[src/rtl/divider.sv]
// 32-bit signed/unsigned restoring divider with a four-state control FSM.
// Latency: 34 edges from accepted start to results (E0 accept, 32 CALC, FIX); divide-by-zero resolves on E0.
// Backpressure: none; start_i is honoured only in IDLE or DONE and ignored while busy_o is high.
module divider (
  input  logic        clk_i,
  input  logic        rst_i,
  input  logic        start_i,
  input  logic        signed_i,
  input  logic [31:0] src1_i,
  input  logic [31:0] src2_i,
  output logic [31:0] quot_o,
  output logic [31:0] rem_o,
  output logic        busy_o,
  output logic        done_o,
  output logic        div_zero_o
);

  localparam logic [1:0] S_IDLE = 2'd0;
  localparam logic [1:0] S_CALC = 2'd1;
  localparam logic [1:0] S_FIX  = 2'd2;
  localparam logic [1:0] S_DONE = 2'd3;

  logic [1:0]  r_state;
  logic [4:0]  r_cnt;
  // Dividend magnitude shifts out of the MSB while quotient bits shift into the LSB.
  logic [31:0] r_dq;
  logic [31:0] r_dvs;
  // Partial remainder stays below the divisor magnitude, so 32 bits hold it;
  // the 33rd bit only exists transiently in the shift/trial path below.
  logic [31:0] r_rem;
  logic        r_neg_q;
  logic        r_neg_r;

  logic        w_accept;
  logic        w_a_neg;
  logic        w_b_neg;
  logic [31:0] w_a_mag;
  logic [31:0] w_b_mag;
  logic [32:0] w_shift;
  logic [32:0] w_trial;
  logic        w_qbit;

  // Operand capture and trial-subtract datapath.
  always_comb begin
    w_accept = start_i && ((r_state == S_IDLE) || (r_state == S_DONE));
    w_a_neg  = signed_i && src1_i[31];
    w_b_neg  = signed_i && src2_i[31];
    w_a_mag  = w_a_neg ? (32'd0 - src1_i) : src1_i;
    w_b_mag  = w_b_neg ? (32'd0 - src2_i) : src2_i;
    w_shift  = {r_rem, r_dq[31]};
    w_trial  = w_shift - {1'b0, r_dvs};
    w_qbit   = ~w_trial[32];
  end

  assign busy_o = (r_state == S_CALC) || (r_state == S_FIX);
  assign done_o = (r_state == S_DONE);

  // Control FSM, iteration datapath and registered results.
  always_ff @(posedge clk_i or negedge rst_i) begin
    if (!rst_i) begin
      r_state    <= S_IDLE;
      r_cnt      <= 5'd0;
      r_dq       <= 32'd0;
      r_dvs      <= 32'd0;
      r_rem      <= 32'd0;
      r_neg_q    <= 1'b0;
      r_neg_r    <= 1'b0;
      quot_o     <= 32'd0;
      rem_o      <= 32'd0;
      div_zero_o <= 1'b0;
    end else begin
      case (r_state)
        S_CALC: begin
          r_rem <= w_qbit ? w_trial[31:0] : w_shift[31:0];
          r_dq  <= {r_dq[30:0], w_qbit};
          r_cnt <= r_cnt + 5'd1;
          if (r_cnt == 5'd31) begin
            r_state <= S_FIX;
          end
        end
        S_FIX: begin
          quot_o  <= r_neg_q ? (32'd0 - r_dq) : r_dq;
          rem_o   <= r_neg_r ? (32'd0 - r_rem) : r_rem;
          r_state <= S_DONE;
        end
        default: begin
          // IDLE and DONE both accept a new request; DONE otherwise lasts one cycle.
          if (w_accept) begin
            if (src2_i == 32'd0) begin
              quot_o     <= 32'hFFFF_FFFF;
              rem_o      <= src1_i;
              div_zero_o <= 1'b1;
              r_state    <= S_DONE;
            end else begin
              r_dq       <= w_a_mag;
              r_dvs      <= w_b_mag;
              r_neg_q    <= w_a_neg ^ w_b_neg;
              r_neg_r    <= w_a_neg;
              r_rem      <= 32'd0;
              r_cnt      <= 5'd0;
              div_zero_o <= 1'b0;
              r_state    <= S_CALC;
            end
          end else begin
            r_state <= S_IDLE;
          end
        end
      endcase
    end
  end

endmodule

[config.mk]
export PLATFORM = sky130hd
export DESIGN_NAME = divider
export DESIGN_NICKNAME = d
export VERILOG_FILES = /design/src/rtl/divider.sv
export SDC_FILE = /design/constraint.sdc
export NUM_CORES = 1
export LEC_CHECK = 0
export CAP_MARGIN = 10
export CORE_MARGIN = 1.5
export CORE_UTILIZATION = 29
export DETAILED_ROUTE_END_ITERATION = 10
export GPL_ROUTABILITY_DRIVEN = 0
export HOLD_SLACK_MARGIN = 0.03
export PLACE_DENSITY = 0.45
export SLEW_MARGIN = 30
export SYNTH_ARGS = -nofsm -noshare
export SYNTH_HDL_FRONTEND = slang
export SYNTH_SLANG_ARGS = --single-unit
[constraint.sdc]
create_clock -name clk_i -period 8.7 [get_ports clk_i]
set_input_delay 1.74 -clock clk_i [delete_from_list [all_inputs] [get_ports clk_i]]
set_output_delay 1.74 -clock clk_i [all_outputs]
set_load 0.01 [all_outputs]
==> metrics.cfg, run 1 <==
[status]
outcome = complete, no violations

[die]
io_pins = 135
die_width_um = 201
initial_core_util = 0.295
row_count = 72
chip_height_um = 201
dieArea_um2 = 40600
coreArea_um2 = 38700

[detailed_routing]
drt_pass1_iterations = 5
total_vias_in_the_final_route = 9822
wl_per_cell_um = 17.1
drtIter0Drc = 467
via_per_inst = 4.93
drtAntennaViolNets = 0
route.final.wire_length_mm = 34.1
drc_violations_left = 0

[setup_path]
timing.critical_path.fanout_max = 45
critical_path_class = in -> reg
timing.critical_path.slowest_cell_delay_ns = 0.57
critical_path.n_buffers_inverters = 3
worst_path_most_repeated_cell = buf_4
critical_path.slowest_cell = or4_4
critPathRequiredTime_ns = 9.07
timing.critical_path.max_delay_family = simple AND/OR/NAND/NOR gates
startpoint_type = primary input
timing.critical_path.cells = clkdlybuf4s50_1 -> or4_4 -> or4_1 -> nor4_2 -> and2_1 -> nor2_4 -> o21bai_4 -> buf_4 -> buf_4 -> a211oi_1 -> a21oi_1
cp_data_arrival_time_ns = 5.73
worst_setup_path_end_kind = register

[global_routing]
track_usage = 0.172
first_global_vias = 9597
grt_antenna_before_repair = 0
grt_first_pass_wirelength_mm = 55.0
grt_remaining_overflow = 0
grt_start_max_net_pins = 104

[placement]
detailed_place_hpwl_mm = 25.8
placement.io_buffers = 134

[synthesis]
synthCells = 1374
netlist_top_cells_count = nand2_1, o21ai_0, dfrtp_1, nor2_1, xor2_1
synth_top_cell_area_share = 0.372
number_of_synthesized_flops_with_an_enable_pin = 0
yosys_warnings = 0
synth_area_um2 = 11400
distinct_cell_type_count_of_the_synthesized_netlist = 68
avgSynthCellArea_um2 = 8.31
postSynth.asyncResetShare = 1.00
dominant_cells_by_area_after_synthesis = dfrtp_1, o21ai_0, xor2_1, nand2_1, ha_1
yosys.area.top_type = dfrtp_1
ys_seq_area_frac = 0.372
synthFlopType = dfrtp_1
net_count_synth = 1484
postSynthRegisterBits = 170

[clock_tree]
clock-root-buffer = clkbuf_16
htree_num_levels = 4
tritoncts.num_buffers = 17
clock_sinks = 170
hold_buffers = 0
clk_latency_ns = 0.44
cts_max_path_buffers = 2
cts_resized = 0
tritoncts = done
cts_setup_buffers = 0
clock_pin_slew_on_the_worst_setup_and_hold_paths_ns = 0.07

[pwr]
power.ir.vdd_worst_mv = 0.132
total_power_mw = 4.79
leakagePower_nw = 5.98
power_density_nw_per_um2 = 346

[sta]
rsz0062_at_grt = no
relSlewSlack = 0.383
final_hold_violation_count = 0
final_min_period_over_clock_period = 0.616
report.final.slew_viol_count = 0
achievable-frequency_mhz = 187
setup_violations = 0
totalNegativeSetupSlack_ns = 0
finalCriticalPeriod_ns = 5.36
slew_of_the_pin_with_the_lowest_slew_margin_ns = 0.924
timing.clock.skew_ns = 0.0122

[final_layout]
area.growth.synth_to_final_pct = 21.4
antenna_cells_inserted = 0
design.final.nets = 1575
drive_gt1_frac = 0.0461

[flow_run]
drv_cap = 0

[hold_path]
hp-class = reg -> reg

[power breakdown]
group	internal, mW	total (mW)	switching, mW
sequential	1.10	1.39	0.293
clock	0.474	0.804	0.331
combinational	1.04	2.60	1.56
total	2.61	4.79	2.18
[per-stage QoR]
| step | worst slack, ns | hold WS, ns | util | std cells | cell area, um2 |
|---|---|---|---|---|---|
| 5_1_grt | 3.09 | 0.499 | 0.358 | 1994 | 13900 |
| 4_1_cts | 3.25 | 0.485 | 0.357 | 1993 | 13800 |
| 3_5_place_dp | 2.76 | 0.470 | 0.341 | 1963 | 13200 |
| 2_1_floorplan | 4.55 | 0.450 | - | 1374 | 11400 |
| 6_report | 3.34 | 0.476 | 0.358 | 1994 | 13900 |
| 3_3_place_gp | 2.86 | 0.463 | 0.341 | 1963 | 13200 |
[registers in the layout, summed over array words and instances, names as in the netlist, 2 cells and up]
register / flops
quot_o: 32
r_cnt: 5
r_dq: 32
r_dvs: 32
r_rem: 32
r_state: 2
rem_o: 32
[final timing paths]
path / from / end / slack (ns) / cells after the start
max reg2reg: r_dq[31]$_DFFE_PN0P_ / r_dq[0]$_DFFE_PN0P_ / 4.61 / 12
min: rem_o[28]$_DFFE_PN0P_ / rem_o[28]$_DFFE_PN0P_ / 0.48 / 2
max: src2_i[14] / r_dq[31]$_DFFE_PN0P_ / 3.34 / 11
max in group asynchronous: rst_i / r_neg_r$_DFFE_PN0P_ / 6.37 / 2
min in group asynchronous: rst_i / rem_o[15]$_DFFE_PN0P_ / 1.26 / 1
min reg2reg: rem_o[28]$_DFFE_PN0P_ / rem_o[28]$_DFFE_PN0P_ / 0.48 / 2
[layout by cell type (no fill, tap or decap), types with 3 or more instances in the layout]
cell type	n
nor2b_1	5
inv_1	49
a21oi_1	78
ha_1	39
o21ai_1	3
buf_6	3
nor2_1	104
nand2_1	199
mux2i_1	24
buf_4	7
nand3_1	9
bufinv_16	3
a22o_1	4
clkbuf_16	17
nor4_1	11
or3_1	16
or4_1	14
and2_1	6
and3_1	7
o21ai_0	199
a31oi_1	43
clkbuf_8	3
xor2_1	98
nor3_1	20
or2_2	3
a211oi_1	6
o21a_1	5
a21o_1	25
o31ai_1	27
clkdlybuf4s50_1	133
dfrtp_1	169
xnor2_1	47
nand2b_1	11
nand4_1	11
clkinv_4	3
o41ai_1	13
a22oi_1	7
a32oi_1	3
or4_4	4
[worst min-delay path, stage by stage, from the launching register on]
cell,delay [ns]
dfrtp_1,0.34
nand2_1,0.05
o21ai_0,0.06
[cell type report]
cell class              instances  area [um2]
fillers                      4077       24900
inverters                      49         184
repair buffers                144        1450
well taps                     518         648
clock inverters                 9         140
clock buffers                  21         470
multi-input cells            1083        6730
flip-flops and latches        170        4260
[per-layer routing]
metal	vias to the layer above	part of all wire	global-route usage
met5	-	0	0
li1	5048	-	-
met2	182	0.43	0.261
met3	21	0.032	0.0283
met1	4571	0.52	0.253
met4	0	0.013	0.0416
[cells by family (layout without fill, tap and decap cells)]
group | after synthesis | in the layout | synth area share
fa+ha+maj | 42 | 42 | 0.0467
simple gates | 437 | 437 | 0.178
compound gates | 433 | 433 | 0.226
xor+xnor | 145 | 145 | 0.111
mux | 26 | 26 | 0.0230
flops | 170 | 170 | 0.372
buf+inv | 121 | 223 | 0.0424
No activity file was read; power rests on OpenSTA's default activity.
==> run 2: changes to the inputs <==
==> constraint.sdc (replaced) <==
create_clock -name clk_i -period 5.6 [get_ports clk_i]
set_input_delay 1.12 -clock clk_i [delete_from_list [all_inputs] [get_ports clk_i]]
set_output_delay 1.12 -clock clk_i [all_outputs]
set_load 0.01 [all_outputs]
==> metrics.cfg, run 2 (same netlist as run 1, synthesis figures left out) <==
[final_layout]
design.final.nets = 1575
drive_gt1_frac = 0.0440
finish.cell_count_without_fillers = 1996
area.growth.synth_to_final_pct = 22.0
final_util = 0.360
antenna_cells_inserted = 0
mostFrequentLayoutCells = nand2_1, o21ai_0, dfrtp_1

[setup_path]
timing.critical_path.to = r_dq[0]$_DFFE_PN0P_
worst_r2r_path_depth = 12
timing.critical_path.cells = inv_1 -> ha_1 -> fa_1 -> nor2b_1 -> o31ai_1 -> a211oi_1 -> o21ai_1 -> o21ai_1 -> a2111o_1 -> nand3_2 -> mux2_2 -> o21ai_0
crit-reg2reg-launch = r_dq[31]$_DFFE_PN0P_
critical_path_class = reg -> reg
startpoint = r_dq[31]$_DFFE_PN0P_
crit-reg2reg-capture = r_dq[0]$_DFFE_PN0P_
startpoint_type = register
timing.critical_path.slowest_cell_delay_ns = 0.68
critical_path.slowest_cell = nand3_2
worst_setup_path_end_kind = register
worst_path_most_repeated_cell = o21ai_1
critPathRequiredTime_ns = 5.97
reg2reg_slack_ns = 1.49
cp_data_arrival_time_ns = 4.48
timing.critical_path.fanout_max = 26

[die]
initial_core_util = 0.295
die_width_um = 201
chip_height_um = 201
dieArea_um2 = 40600
io_pins = 135
coreArea_um2 = 38700
row_count = 72

[global_routing]
grt_first_pass_wirelength_mm = 54.1
track_usage = 0.169
first_global_vias = 9497
grt_remaining_overflow = 0
grt_start_max_net_pins = 170
grt_antenna_before_repair = 0

[placement]
post-place-cells = 1962
detailed_place_hpwl_mm = 25.4
placement.io_buffers = 134

[clock_tree]
clock_sinks = 170
clock_pin_slew_on_the_worst_setup_and_hold_paths_ns = 0.07
cts_resized = 0
tritoncts.num_buffers = 17
clk_latency_ns = 0.45
cts_max_path_buffers = 2
htree_num_levels = 4
tritoncts = done
cts_setup_buffers = 0
clock-root-buffer = clkbuf_16
hold_buffers = 0

[flow_run]
drv_cap = 0

[detailed_routing]
wl_per_cell_um = 17.1
drc_violations_left = 0
route.final.wire_length_mm = 34.2
total_vias_in_the_final_route = 9929
via_per_inst = 4.97
drtIter0Drc = 485
drtAntennaViolNets = 0
drt_pass1_iterations = 7

[sta]
final_hold_violation_count = 0
final_min_period_over_clock_period = 0.733
totalNegativeSetupSlack_ns = 0
achievable-frequency_mhz = 244
relSlewSlack = 0.401
rsz0062_at_grt = no
setup_violations = 0
timing.clock.skew_ns = 0.0124
report.final.slew_viol_count = 0
finalCriticalPeriod_ns = 4.11
slew_of_the_pin_with_the_lowest_slew_margin_ns = 0.899

[pwr]
power.ir.vdd_worst_mv = 0.348
power_density_nw_per_um2 = 539
leakagePower_nw = 6.00

[status]
outcome = complete, no violations

[hold_path]
hp-class = in -> async

## run 2: worst min path at each step
stage / start / cells past startpoint / to
finish: rst_i / 1 / rem_o[11]$_DFFE_PN0P_
global placement: rem_o[21]$_DFFE_PN0P_ / 2 / rem_o[21]$_DFFE_PN0P_
floorplan: r_dvs[21]$_DFFE_PN0P_ / 2 / r_dvs[21]$_DFFE_PN0P_
detailed placement: r_dvs[29]$_DFFE_PN0P_ / 2 / r_dvs[29]$_DFFE_PN0P_
global route: rst_i / 1 / rem_o[11]$_DFFE_PN0P_
CTS: rst_i / 1 / rem_o[11]$_DFFE_PN0P_
## run 2: power breakdown
| group | leakage [nW] | switching (mW) | internal [mW] |
|---|---|---|---|
| sequential | 2.08 | 0.451 | 1.70 |
| combinational | 3.62 | 2.40 | 1.63 |
| clock | 0.299 | 0.522 | 0.795 |
| total | 6.00 | 3.37 | 4.13 |
## run 2: worst max-delay path, delay by kind of cell (launching register included)
kind | cells | cell delay, ns
adder cells (fa/ha/maj) | 2 | 0.66
multiplexers | 1 | 0.58
AND/OR/NAND/NOR | 2 | 0.88
AO/OA/AOI/OAI | 6 | 1.45
flip-flops | 1 | 0.32
buffers and inverters | 1 | 0.11
## run 2: final cells by class
| type | instances | area [um2] |
|---|---|---|
| repair buffers | 144 | 1490 |
| well taps | 518 | 648 |
| flip-flops and latches | 170 | 4250 |
| clock buffers | 22 | 444 |
| clock inverters | 10 | 191 |
| multi-input cells | 1083 | 6730 |
| inverters | 49 | 184 |
| fillers | 4067 | 24800 |
## run 2: through the flow
step | area (um2) | setup WS [ns] | hold WS [ns] | total power [mW]
after floorplan | 11400 | 2.07 | 0.450 | 4.86
after global placement | 13200 | 0.982 | 0.464 | 6.19
after detailed placement | 13200 | 0.920 | 0.472 | 6.22
after CTS | 13900 | 1.41 | 0.412 | 7.57
after global routing | 13900 | 1.30 | 0.415 | 8.19
final | 13900 | 1.49 | 0.438 | 7.51
## run 2: metal layers
layer  global-route usage  wire, um  up-vias
met5                    0         0        -
li1                     -         -     5074
met4               0.0357       289        0
met2                0.258     15000      161
met3               0.0280      1080       15
met1                0.251     17900     4679
==> run 3: changes to the inputs <==
==> constraint.sdc (replaced) <==
create_clock -name clk_i -period 4.2 [get_ports clk_i]
set_input_delay 0.84 -clock clk_i [delete_from_list [all_inputs] [get_ports clk_i]]
set_output_delay 0.84 -clock clk_i [all_outputs]
set_load 0.01 [all_outputs]
==> metrics.cfg, run 3 (same netlist as run 1, synthesis figures left out) <==
[pwr]
leakagePower_nw = 6.13
power_density_nw_per_um2 = 707
power.ir.vdd_worst_mv = 0.483

[detailed_routing]
drc_violations_left = 0
drt_pass1_iterations = 5
wl_per_cell_um = 17.0
total_vias_in_the_final_route = 9982
via_per_inst = 4.93
drtAntennaViolNets = 0
route.final.wire_length_mm = 34.5
drtIter0Drc = 428

[placement]
detailed_place_hpwl_mm = 26.1
dpl-instance-area_um2 = 13500
placement.io_buffers = 134
place_worst_setup_slack_ns = 0.211

[global_routing]
grt_remaining_overflow = 0
grt_antenna_before_repair = 0
first_global_vias = 9584
grt_first_pass_wirelength_mm = 55.3
grt_start_max_net_pins = 102
track_usage = 0.173

[final_layout]
fillers = 4091
area.growth.synth_to_final_pct = 23.6
final_util = 0.364
drive_gt1_frac = 0.0631
antenna_cells_inserted = 0
mostFrequentLayoutCells = nand2_1, o21ai_0, dfrtp_1
design.final.nets = 1603
post-route-cell-area_um2 = 14100

[setup_path]
timing.critical_path.fanout_max = 51
crit-reg2reg-launch = r_dq[31]$_DFFE_PN0P_
critical_path.n_buffers_inverters = 3
startpoint_type = primary input
crit-reg2reg-capture = r_rem[29]$_DFFE_PN0P_
critical_path_class = in -> reg
timing.critical_path.cells = clkdlybuf4s50_1 -> or4_4 -> or4_1 -> nor4_2 -> buf_4 -> and2_1 -> nor2_4 -> o21bai_4 -> buf_12 -> a211oi_1 -> a21oi_1
timing.critical_path.slowest_cell_delay_ns = 0.57
timing.critical_path.max_delay_family = simple AND/OR/NAND/NOR gates
worst-path-stages = 11
critical_path.slowest_cell = or4_4
cp_data_arrival_time_ns = 3.90
timing.critical_path.to = r_dq[31]$_DFFE_PN0P_
worst_setup_path_end_kind = register
reg2reg_slack_ns = 0.71
startpoint = src2_i[14]
critPathRequiredTime_ns = 4.58
worst_r2r_path_depth = 12

[clock_tree]
hold_buffers = 0
cts_setup_buffers = 0
clock_pin_slew_on_the_worst_setup_and_hold_paths_ns = 0.07
clk_latency_ns = 0.45
cts_max_path_buffers = 2
tritoncts.num_buffers = 17
htree_num_levels = 4
cts_resized = 0
clock_sinks = 170
clock-root-buffer = clkbuf_16
tritoncts = done

[sta]
timing.clock.skew_ns = 0.0142
worst_slack_ns = 0.678
final_min_period_over_clock_period = 0.839
rsz0062_at_grt = no
achievable-frequency_mhz = 284
finalCriticalPeriod_ns = 3.52
totalNegativeSetupSlack_ns = 0
relSlewSlack = 0.369
slew_of_the_pin_with_the_lowest_slew_margin_ns = 0.947
setup_violations = 0
report.final.slew_viol_count = 0
final_hold_violation_count = 0
worst_hold_check_slack_ns = 0.283

[flow_run]
drv_cap = 0

[die]
initial_core_util = 0.295
chip_height_um = 201
die_width_um = 201
coreArea_um2 = 38700
dieArea_um2 = 40600
row_count = 72
io_pins = 135

[status]
outcome = complete, no violations

[hold_path]
hp-class = in -> async

==> run 3: cell types whose count changed in the layout (fill, tap and decap cells not counted), moves of 2 or more <==
cell       before  now
buf_4           5   30
clkinv_2        0    2
bufinv_16       5    2
clkbuf_8        0    2
buf_12          2    6
clkbuf_1        5    2
==> run 3: per-layer routing <==
layer  share of wire  routed length (um)  vias up  GRT usage
met1            0.52               17900     4667      0.256
met4           0.012                 400        0     0.0400
met3           0.033                1140       23     0.0272
met5               0                   0        -          0
li1                -                   -     5109          -
met2            0.44               15000      183      0.261
==> run 3: worst min path at each step <==
stage	cells after the start	end	from	slack (ns)
global route	1	rem_o[13]$_DFFE_PN0P_	rst_i	0.29
floorplan	2	r_dvs[21]$_DFFE_PN0P_	r_dvs[21]$_DFFE_PN0P_	0.45
global placement	2	r_dvs[21]$_DFFE_PN0P_	r_dvs[21]$_DFFE_PN0P_	0.46
CTS	2	rem_o[31]$_DFFE_PN0P_	rem_o[31]$_DFFE_PN0P_	0.49
detailed placement	2	rem_o[31]$_DFFE_PN0P_	rem_o[31]$_DFFE_PN0P_	0.47
finish	1	rem_o[13]$_DFFE_PN0P_	rst_i	0.28
==> run 3: layout make-up <==
cell class / instances / area [um2] / share of cell area
clock inverters: 10 / 119 / 0.00842
multi-input cells: 1083 / 6730 / 0.476
well taps: 518 / 648 / 0.0459
inverters: 49 / 184 / 0.0130
clock buffers: 21 / 460 / 0.0326
repair buffers: 172 / 1730 / 0.122
flip-flops and latches: 170 / 4250 / 0.301
==> run 3: stage by stage <==
| stage | std cells | total power [mW] |
|---|---|---|
| after detailed placement | 1991 | 8.46 |
| after floorplan | 1374 | 6.48 |
| after global placement | 1991 | 8.43 |
| after CTS | 2022 | 10.1 |
| after global routing | 2023 | 10.9 |
| final | 2023 | 9.98 |
==> run 3: where the power goes <==
group / switching, mW / internal, mW / leakage [nW] / total [mW]
clock network: 0.702 / 0.906 / 0.276 / 1.61
registers: 0.622 / 2.27 / 2.08 / 2.89
logic: 3.23 / 2.25 / 3.77 / 5.48
